--- src/rtl/reg_bank_ctrl.sv ---
// reg_bank_ctrl: parameterised register bank with one write port, two
// registered read ports (write-first bypass) and a sequential clear engine.
// While a clear sequence runs, writes and reads are locked out and busy is high.
module reg_bank_ctrl #(
  parameter int unsigned WIDTH    = 16,
  parameter int unsigned DEPTH    = 8,
  parameter bit          ZERO_REG = 1'b0,
  localparam int unsigned AW      = $clog2(DEPTH)
) (
  input  logic             clk,
  input  logic             reset,
  input  logic             we,
  input  logic [AW-1:0]    waddr,
  input  logic [WIDTH-1:0] wdata,
  input  logic             re_a,
  input  logic [AW-1:0]    raddr_a,
  output logic [WIDTH-1:0] rdata_a,
  output logic             valid_a,
  input  logic             re_b,
  input  logic [AW-1:0]    raddr_b,
  output logic [WIDTH-1:0] rdata_b,
  output logic             valid_b,
  input  logic             clr_req,
  output logic             busy
);

  typedef enum logic {
    IDLE  = 1'b0,
    CLEAR = 1'b1
  } state_e;

  state_e           state_q, state_d;
  logic [AW-1:0]    cnt_q, cnt_d;
  logic [WIDTH-1:0] mem_q [DEPTH];

  logic [WIDTH-1:0] rdata_a_q, rdata_a_d;
  logic [WIDTH-1:0] rdata_b_q, rdata_b_d;
  logic             valid_a_q, valid_a_d;
  logic             valid_b_q, valid_b_d;

  // Storage write port, shared by user writes and the clear engine.
  logic             mem_we;
  logic [AW-1:0]    mem_waddr;
  logic [WIDTH-1:0] mem_wdata;
  // A user write that actually lands this cycle (drives the read bypass).
  logic             wr_en;

  // An address names real, writable/readable storage: inside the bank and
  // not the hard-wired zero register.
  function automatic logic addr_ok(input logic [AW-1:0] addr);
    return (32'(addr) < DEPTH) && !(ZERO_REG && (addr == '0));
  endfunction

  assign busy    = (state_q == CLEAR);
  assign rdata_a = rdata_a_q;
  assign rdata_b = rdata_b_q;
  assign valid_a = valid_a_q;
  assign valid_b = valid_b_q;

  // Next-state logic: clear FSM, counter and storage write arbitration.
  always_comb begin
    // NOTE: every variable written here gets a default first, so no path leaves it unassigned and no latch is inferred.
    state_d   = state_q;
    cnt_d     = cnt_q;
    mem_we    = 1'b0;
    mem_waddr = waddr;
    mem_wdata = wdata;
    wr_en     = 1'b0;
    case (state_q)
      IDLE: begin
        if (clr_req) begin
          // The clear wins over a write issued in the same cycle.
          state_d = CLEAR;
          cnt_d   = '0;
        end else if (we && addr_ok(waddr)) begin
          wr_en  = 1'b1;
          mem_we = 1'b1;
        end
      end
      CLEAR: begin
        mem_we    = 1'b1;
        mem_waddr = cnt_q;
        mem_wdata = '0;
        cnt_d     = cnt_q + AW'(1);
        if (cnt_q == AW'(DEPTH - 1)) begin
          state_d = IDLE;
          cnt_d   = '0;
        end
      end
      default: begin
        state_d = IDLE;
        cnt_d   = '0;
      end
    endcase
    // Reset beats everything, including storage updates on the same edge.
    if (reset) begin
      mem_we = 1'b0;
      wr_en  = 1'b0;
    end
  end

  // Read ports: registered, write-first bypass, locked out while clearing.
  always_comb begin
    rdata_a_d = rdata_a_q;
    valid_a_d = 1'b0;
    if (re_a && (state_q == IDLE)) begin
      valid_a_d = 1'b1;
      if (!addr_ok(raddr_a))                rdata_a_d = '0;
      else if (wr_en && (waddr == raddr_a)) rdata_a_d = wdata;
      else                                  rdata_a_d = mem_q[raddr_a];
    end
    rdata_b_d = rdata_b_q;
    valid_b_d = 1'b0;
    if (re_b && (state_q == IDLE)) begin
      valid_b_d = 1'b1;
      if (!addr_ok(raddr_b))                rdata_b_d = '0;
      else if (wr_en && (waddr == raddr_b)) rdata_b_d = wdata;
      else                                  rdata_b_d = mem_q[raddr_b];
    end
  end

  // Control and read-output registers with synchronous reset.
  always_ff @(posedge clk) begin
    // NOTE: sequential state uses non-blocking assignments so every register samples pre-edge values.
    if (reset) begin
      state_q   <= IDLE;
      cnt_q     <= '0;
      rdata_a_q <= '0;
      rdata_b_q <= '0;
      valid_a_q <= 1'b0;
      valid_b_q <= 1'b0;
    end else begin
      state_q   <= state_d;
      cnt_q     <= cnt_d;
      rdata_a_q <= rdata_a_d;
      rdata_b_q <= rdata_b_d;
      valid_a_q <= valid_a_d;
      valid_b_q <= valid_b_d;
    end
  end

  // Storage array update.
  always_ff @(posedge clk) begin
    // NOTE: storage has no reset branch; contents survive reset and only writes or the clear engine change them.
    if (mem_we) mem_q[mem_waddr] <= mem_wdata;
  end

endmodule

--- config.mk ---
export PLATFORM = sky130hd
export DESIGN_NAME = reg_bank_ctrl
export DESIGN_NICKNAME = d
export VERILOG_FILES = /design/src/rtl/reg_bank_ctrl.sv
export SDC_FILE = /design/constraint.sdc
export NUM_CORES = 1
export LEC_CHECK = 0
export ABC_AREA = 1
export CAP_MARGIN = 10
export CORE_MARGIN = 4
export CORE_UTILIZATION = 45
export DETAILED_ROUTE_END_ITERATION = 12
export PLACE_DENSITY = 0.68
export RECOVER_POWER = 100
export SLEW_MARGIN = 20
export SYNTH_ARGS = -nofsm -noshare
export SYNTH_HDL_FRONTEND = slang
export SYNTH_SLANG_ARGS = --single-unit
--- constraint.sdc ---
create_clock -name clk -period 2.4 [get_ports clk]
set_clock_uncertainty 0.05 [all_clocks]
set_input_delay 0.48 -clock clk [delete_from_list [all_inputs] [get_ports clk]]
set_output_delay 0.48 -clock clk [all_outputs]
set_load 0.02 [all_outputs]
==> flow_summary.toml, run 1 <==
[run_status]
outcome = "complete, but fails checks"
violations = "capacitance limit, slew limit"

[setup_path]
cp_cell_sequence = "dlygate4sd3_1"
reg2reg_slack_ns = 0.37
crit_fanout = 13
critPathKind = "reg -> out"
critPathLaunchType = "register"
worst_ep_required_time_ns = 1.87
reg2reg_from = "busy"
cp-startpoint = "busy"
critPathTopFamily = "buffers and inverters"
slowest_delay_ns = 0.72
worstSetupEndpointType = "output port"
cp_num_buf_inv = 1
cp_data_arrival_time_ns = 1.64
slowest_stage = "dlygate4sd3_1"

[timing]
period_minus_slack_ns = 2.166
finalHoldViolCount = 0
worst_pin_slew_ns = 1.581
relSlewSlack_pct = -5.432
fin_crit_sh_pct = 90.26
totalNegativeSetupSlack_ns = 0
fin_ws_ns = 0.2337
max_freq_mhz = 461.6
drv_slew = 38
finalSetupViolCount = 0
grt_setup_unrepaired = "no"

[clock_tree]
numCtsBuffers = 17
clk_latency_ns = 0.44
cts_resized = 0
clk_path_buf_depth = 2
clk_pin_slew_worst_paths_ns = 0.07
cts_tree = "done"
root_buffer = "clkbuf_16"
cts_setup_buffers = 0
cts_hold_buf = 0
htree_levels = 4
cts_sinks = 166

[layout]
fillers = 1653
multi_input_area_mm2 = 0.003306
num-nets-final = 1108
area_delta_synth_final_pct = 18.74
num_antenna_cells = 0
seqCellArea_mm2 = 0.004606
drive_above_1_share_pct = 8.088

[floorplan]
die_w_um = 144.9
ios = 66
dieArea_mm2 = 0.02099
core_area_mm2 = 0.01821
die-height_um = 144.9
rows = 49
initial_utilization_pct = 46.31

[grt]
grtUsageTotal_pct = 22.53
grtUsageMet2_pct = 33.03
grt_pass1_wl_um = 36580
grtUsageMet1_pct = 33.72
antenna_found_initial = 1
grt_max_degree = 49
grt_overflow_total = 0
grt_use_met3_pct = 4.634
grt_pass1_vias = 6609
top_usage_layer = "met1"

[synth]
synth_top_family_by_area = "simple AND/OR/NAND/NOR gates"
synth-compound-area-share_pct = 2.300
syn-num-nets = 1048
yosys_warnings = 0
ys_seq_elements = 166
syn_inst = 1015
yosys.area_share.xor_xnor_pct = 0
synthAdderAreaFrac_pct = 0.2968
synth_mux_area_share_pct = 0
yosysSeqAreaShare_pct = 54.61
yosysUniqueCellTypes = 23
synthSimpleGateAreaFrac_pct = 36.73
syn_area_mm2 = 0.008432
postSynthAreaPerCell_um2 = 8.307

[detailed_routing]
wire_per_inst_um = 17.42
drc = 0
firstDrtPassIters = 6
vias = 7202
initialDrtViolationCount = 904
wl_um = 22940
via_per_inst = 5.468
detail-route-antenna-nets = 0

[power_and_ir_drop]
leakage_nw = 4.103
power-per-cell-area_mw_per_mm2 = 695.8
peakVddDrop_v = 0.0004477

[placement]
gp_congestion = 0.8893
dpl.hpwl_um = 15950
pre_cts_ws_ns = 0.1340
port_buffers = 65

[run]
cap_violations = 1

[worst_hold_path]
holdCritStartpoint = "rdata_b[12]"
hold_class = "reg -> reg"
path summary, 6_finish.rpt:
kind | cells past startpoint | endpoint
setup reg to reg | 7 | mem_q[5][6]
setup / recovery | 1 | busy
hold reg to reg | 2 | rdata_b[12]
hold / removal | 2 | rdata_b[12]
cells by family after synthesis:
kind of cell	after synthesis
flops	166
compound gates	38
simple gates	692
fa+ha+maj	2
buf+inv	117
power breakdown:
group          internal, mW  switching [mW]  total [mW]
clock                  1.56            1.19        2.75
sequential             3.20          0.0425        3.24
combinational         0.334           0.640       0.974
total                  5.09            1.87        6.97
synthesized netlist by cell type:
cell      count  area [um^2]
nand2_1     354         1329
nand3_1     263         1316
edfxtp_1    128         3844
inv_1        47        176.4
buf_2        38        190.2
dfxtp_1      38        760.7
a21oi_1      36        180.2
nor2_1       30        112.6
and2_1       29        181.4
clkbuf_1     21        78.83
nand2_2       6        37.54
inv_2         4        15.01
buf_1         3        11.26
buf_6         3        33.78
nand2_4       3        33.78
nor2_4        3        33.78
ha_1          2        25.02
nor2_8        2        40.04
and2_0        1        6.260
inv_4         1        6.260
o21ai_0       1        5.000
o21ai_2       1        8.760
or2_2         1        6.260
final cells by class:
class / count / area share (%)
Sequential cell: 166 / 46.00
Multi-Input combinational cell: 732 / 33.02
Timing Repair Buffer: 106 / 10.22
Clock buffer: 18 / 4.286
Tap cell: 229 / 2.862
Inverter: 52 / 1.975
Clock inverter: 14 / 1.637
stage by stage:
stage	power, mW	cell area, um^2	util (%)	hold WS, ns	std cells
detailed placement	4.295	9465	51.98	0.4053	1285
CTS	7.029	10060	55.24	0.4158	1317
global route	7.233	10010	54.99	0.4321	1317
finish	6.967	10010	54.99	0.4100	1317
floorplan	3.910	8432	-	0.4186	1015
global placement	4.282	9465	51.98	0.4026	1285
state kept, by name (all words and copies together), names as in the netlist:
name     cells
busy         1
cnt_q        3
mem_q      128
rdata_a     16
rdata_b     16
valid_a      1
valid_b      1
cell usage in the layout (no fill, tap or decap), drive strengths merged, types with 5 or more instances in the layout:
| master | n |
|---|---|
| a21oi | 36 |
| clkdlybuf4s50 | 27 |
| and2 | 30 |
| clkinv | 5 |
| edfxtp | 128 |
| buf | 36 |
| dfxtp | 38 |
| nor2 | 35 |
| nand3 | 263 |
| clkbuf | 25 |
| inv | 56 |
| nand2 | 363 |
| dlygate4sd3 | 36 |
per-layer routing:
metal  vias up  share of wire [%]  wire (um)
met5         -                  0          0
met2       403                 44      10070
li1       3513                  -          -
met3        24                 10       2368
met4         0                1.0        233
met1      3262                 45      10260
Note: power is estimated with default switching activity, not from simulation.
==> run 2, diff against run 1 <==
--- a/config.mk
+++ b/config.mk
@@ -9,6 +9,7 @@
 export CAP_MARGIN = 10
 export CORE_MARGIN = 4
 export CORE_UTILIZATION = 45
+export CTS_BUF_LIST = sky130_fd_sc_hd__clkbuf_4 sky130_fd_sc_hd__clkbuf_8 sky130_fd_sc_hd__clkbuf_16
 export DETAILED_ROUTE_END_ITERATION = 12
 export PLACE_DENSITY = 0.68
 export RECOVER_POWER = 100
==> run 2 against run 1 <==
Net effect:
- the run still ends with capacitance limit, slew limit left
- design area about the same
- register-to-register slack about the same
- fmax about the same
- sequential power about the same
- power increased by 0.18%
- final cell count unchanged
- wire length increased by 0.27%
- highest routed layer is now met5
==> flow_summary.toml, run 2 (same netlist as run 1, synthesis figures left out) <==
[timing]
period_minus_slack_ns = 2.165
grt_setup_unrepaired = "no"
finalHoldViolCount = 0
finalSetupViolCount = 0
max_freq_mhz = 461.9
fin_ws_ns = 0.2351
totalNegativeSetupSlack_ns = 0
relSlewSlack_pct = -5.683
drv_slew = 38
worst_pin_slew_ns = 1.585
fin_crit_sh_pct = 90.21

[setup_path]
cp_cell_sequence = "dlygate4sd3_1"
worstReg2RegEnd = "mem_q[5][8]"
slowest_stage = "dlygate4sd3_1"
path_depth = 1
critPathLaunchType = "register"
critPathTopFamily = "buffers and inverters"
cp-startpoint = "busy"
slowest_delay_ns = 0.72
cp_num_buf_inv = 1
worstSetupEndpointType = "output port"
crit_fanout = 13
cp_data_arrival_time_ns = 1.63
reg2reg_depth = 7
critPathKind = "reg -> out"
reg2reg_from = "busy"
cp-endpoint = "busy"
worst_ep_required_time_ns = 1.87
reg2reg_slack_ns = 0.37

[layout]
drive_above_1_share_pct = 8.180
final_area_mm2 = 0.01002
num-nets-final = 1108
num_antenna_cells = 0
area_delta_synth_final_pct = 18.79
largest_register = "mem_q"
layout_common_cells = "356 x nand2_1, 263 x nand3_1, 128 x edfxtp_1"
largest_register_ffs = 128
fin_util_pct = 55.01
fillers = 1655
layout_commonest_cell = "nand2_1"

[power_and_ir_drop]
peakVddDrop_v = 0.0004462
clockPowerShare_pct = 39.6
totalPowerFinal_mw = 6.980
swShare_pct = 26.86
p_switching_mw = 1.875
pwr-share-seq_pct = 46.5
combPwrFrac_pct = 14.0
leakage_nw = 4.106
p_int_mw = 5.105
power-per-cell-area_mw_per_mm2 = 696.9

[clock_tree]
cts_tree = "done"
clk_pin_slew_worst_paths_ns = 0.07
clk_latency_ns = 0.43
cts_resized = 0
root_buffer = "clkbuf_16"
numCtsBuffers = 17
cts_hold_buf = 0
clk_path_buf_depth = 2
cts_sinks = 166
cts_setup_buffers = 0
htree_levels = 4

[run]
cap_violations = 1

[run_status]
violations = "capacitance limit, slew limit"
outcome = "complete, but fails checks"

[detailed_routing]
initialDrtViolationCount = 894
vias = 7243
wl_um = 23000
firstDrtPassIters = 6
wire_per_inst_um = 17.46
drc = 0
via_per_inst = 5.500
detail-route-antenna-nets = 0

[grt]
grt_pass1_wl_um = 36580
grt_pass1_vias = 6609
antenna_found_initial = 1
grtUsageTotal_pct = 22.53
grt_overflow_total = 0
grt_max_degree = 49

[floorplan]
rows = 49
ios = 66
core_area_mm2 = 0.01821
dieArea_mm2 = 0.02099
die-height_um = 144.9
die_w_um = 144.9
initial_utilization_pct = 46.31

[placement]
dpl_cell_area_mm2 = 0.009465
port_buffers = 65
pre_cts_ws_ns = 0.1340
gp_congestion = 0.8893
dpl.hpwl_um = 15950

[worst_hold_path]
hold_class = "reg -> reg"
-- run 2: cell counts in the layout (fill, tap and decap cells not counted) --
No cell type changed its count.
-- run 2: layout make-up --
type	count	area, um^2	share of cell area (%)
clock inverters	14	163.9	1.636
repair buffers	106	1023	10.22
multi-input cells	732	3306	33.00
well taps	229	286.5	2.861
clock buffers	18	432.9	4.322
flip-flops and latches	166	4606	45.98
inverters	52	197.7	1.974
-- run 2: power groups by stage --
| stage | Sequential, mW | Clock, mW | Combinational [mW] |
|---|---|---|---|
| 2_1_floorplan | 3.35 | 0 | 0.561 |
| 3_3_place_gp | 3.31 | 0 | 0.977 |
| 3_5_place_dp | 3.31 | 0 | 0.988 |
| 4_1_cts | 3.24 | 2.80 | 0.993 |
| 5_1_grt | 3.25 | 2.92 | 1.07 |
| 6_report | 3.24 | 2.76 | 0.975 |
-- run 2: through the flow --
stage / hold slack (ns) / std cells
after detailed placement: 0.4053 / 1285
final: 0.4100 / 1317
after global placement: 0.4026 / 1285
after floorplan: 0.4186 / 1015
after CTS: 0.4158 / 1317
after global routing: 0.4321 / 1317
-- run 2: worst register-to-register path, cell delays in order (launching register included) --
cell and delay [ns]:
dfxtp_2 0.48, inv_4 0.10, nand2_1 0.10, nand2_1 0.08, nor2_4 0.14, nand3_1 0.21, nor2_1 0.14, clkbuf_2 0.37
-- run 2: metal layers --
layer,part of all wire [%],vias up,GRT usage (%)
met5,0.057,-,0
met2,44,371,33.03
met1,45,3329,33.72
li1,-,3513,-
met3,9.8,28,4.634
met4,1.2,2,6.726
-- run 2: worst min-delay path by stage --
stage                 from     endpoint  slack [ns]  cells after the start
6_report       rdata_b[12]  rdata_b[12]        0.41                      2
3_3_place_gp   rdata_a[14]  rdata_a[14]        0.40                      2
3_5_place_dp    rdata_a[7]   rdata_a[7]        0.41                      2
4_1_cts        rdata_b[12]  rdata_b[12]        0.42                      2
2_1_floorplan     cnt_q[1]     cnt_q[1]        0.42                      2
5_1_grt        rdata_a[11]  rdata_a[11]        0.43                      2
==> run 3, diff against run 2 <==
--- a/config.mk
+++ b/config.mk
@@ -6,14 +6,14 @@
 export NUM_CORES = 1
 export LEC_CHECK = 0
 export ABC_AREA = 1
-export CAP_MARGIN = 10
+export CAP_MARGIN = 30
 export CORE_MARGIN = 4
 export CORE_UTILIZATION = 45
 export CTS_BUF_LIST = sky130_fd_sc_hd__clkbuf_4 sky130_fd_sc_hd__clkbuf_8 sky130_fd_sc_hd__clkbuf_16
 export DETAILED_ROUTE_END_ITERATION = 12
 export PLACE_DENSITY = 0.68
 export RECOVER_POWER = 100
-export SLEW_MARGIN = 20
+export SLEW_MARGIN = 10
 export SYNTH_ARGS = -nofsm -noshare
 export SYNTH_HDL_FRONTEND = slang
 export SYNTH_SLANG_ARGS = --single-unit
==> results of run 3 <==
No change in the layout: final DEF, timing and power equal those of run 2.
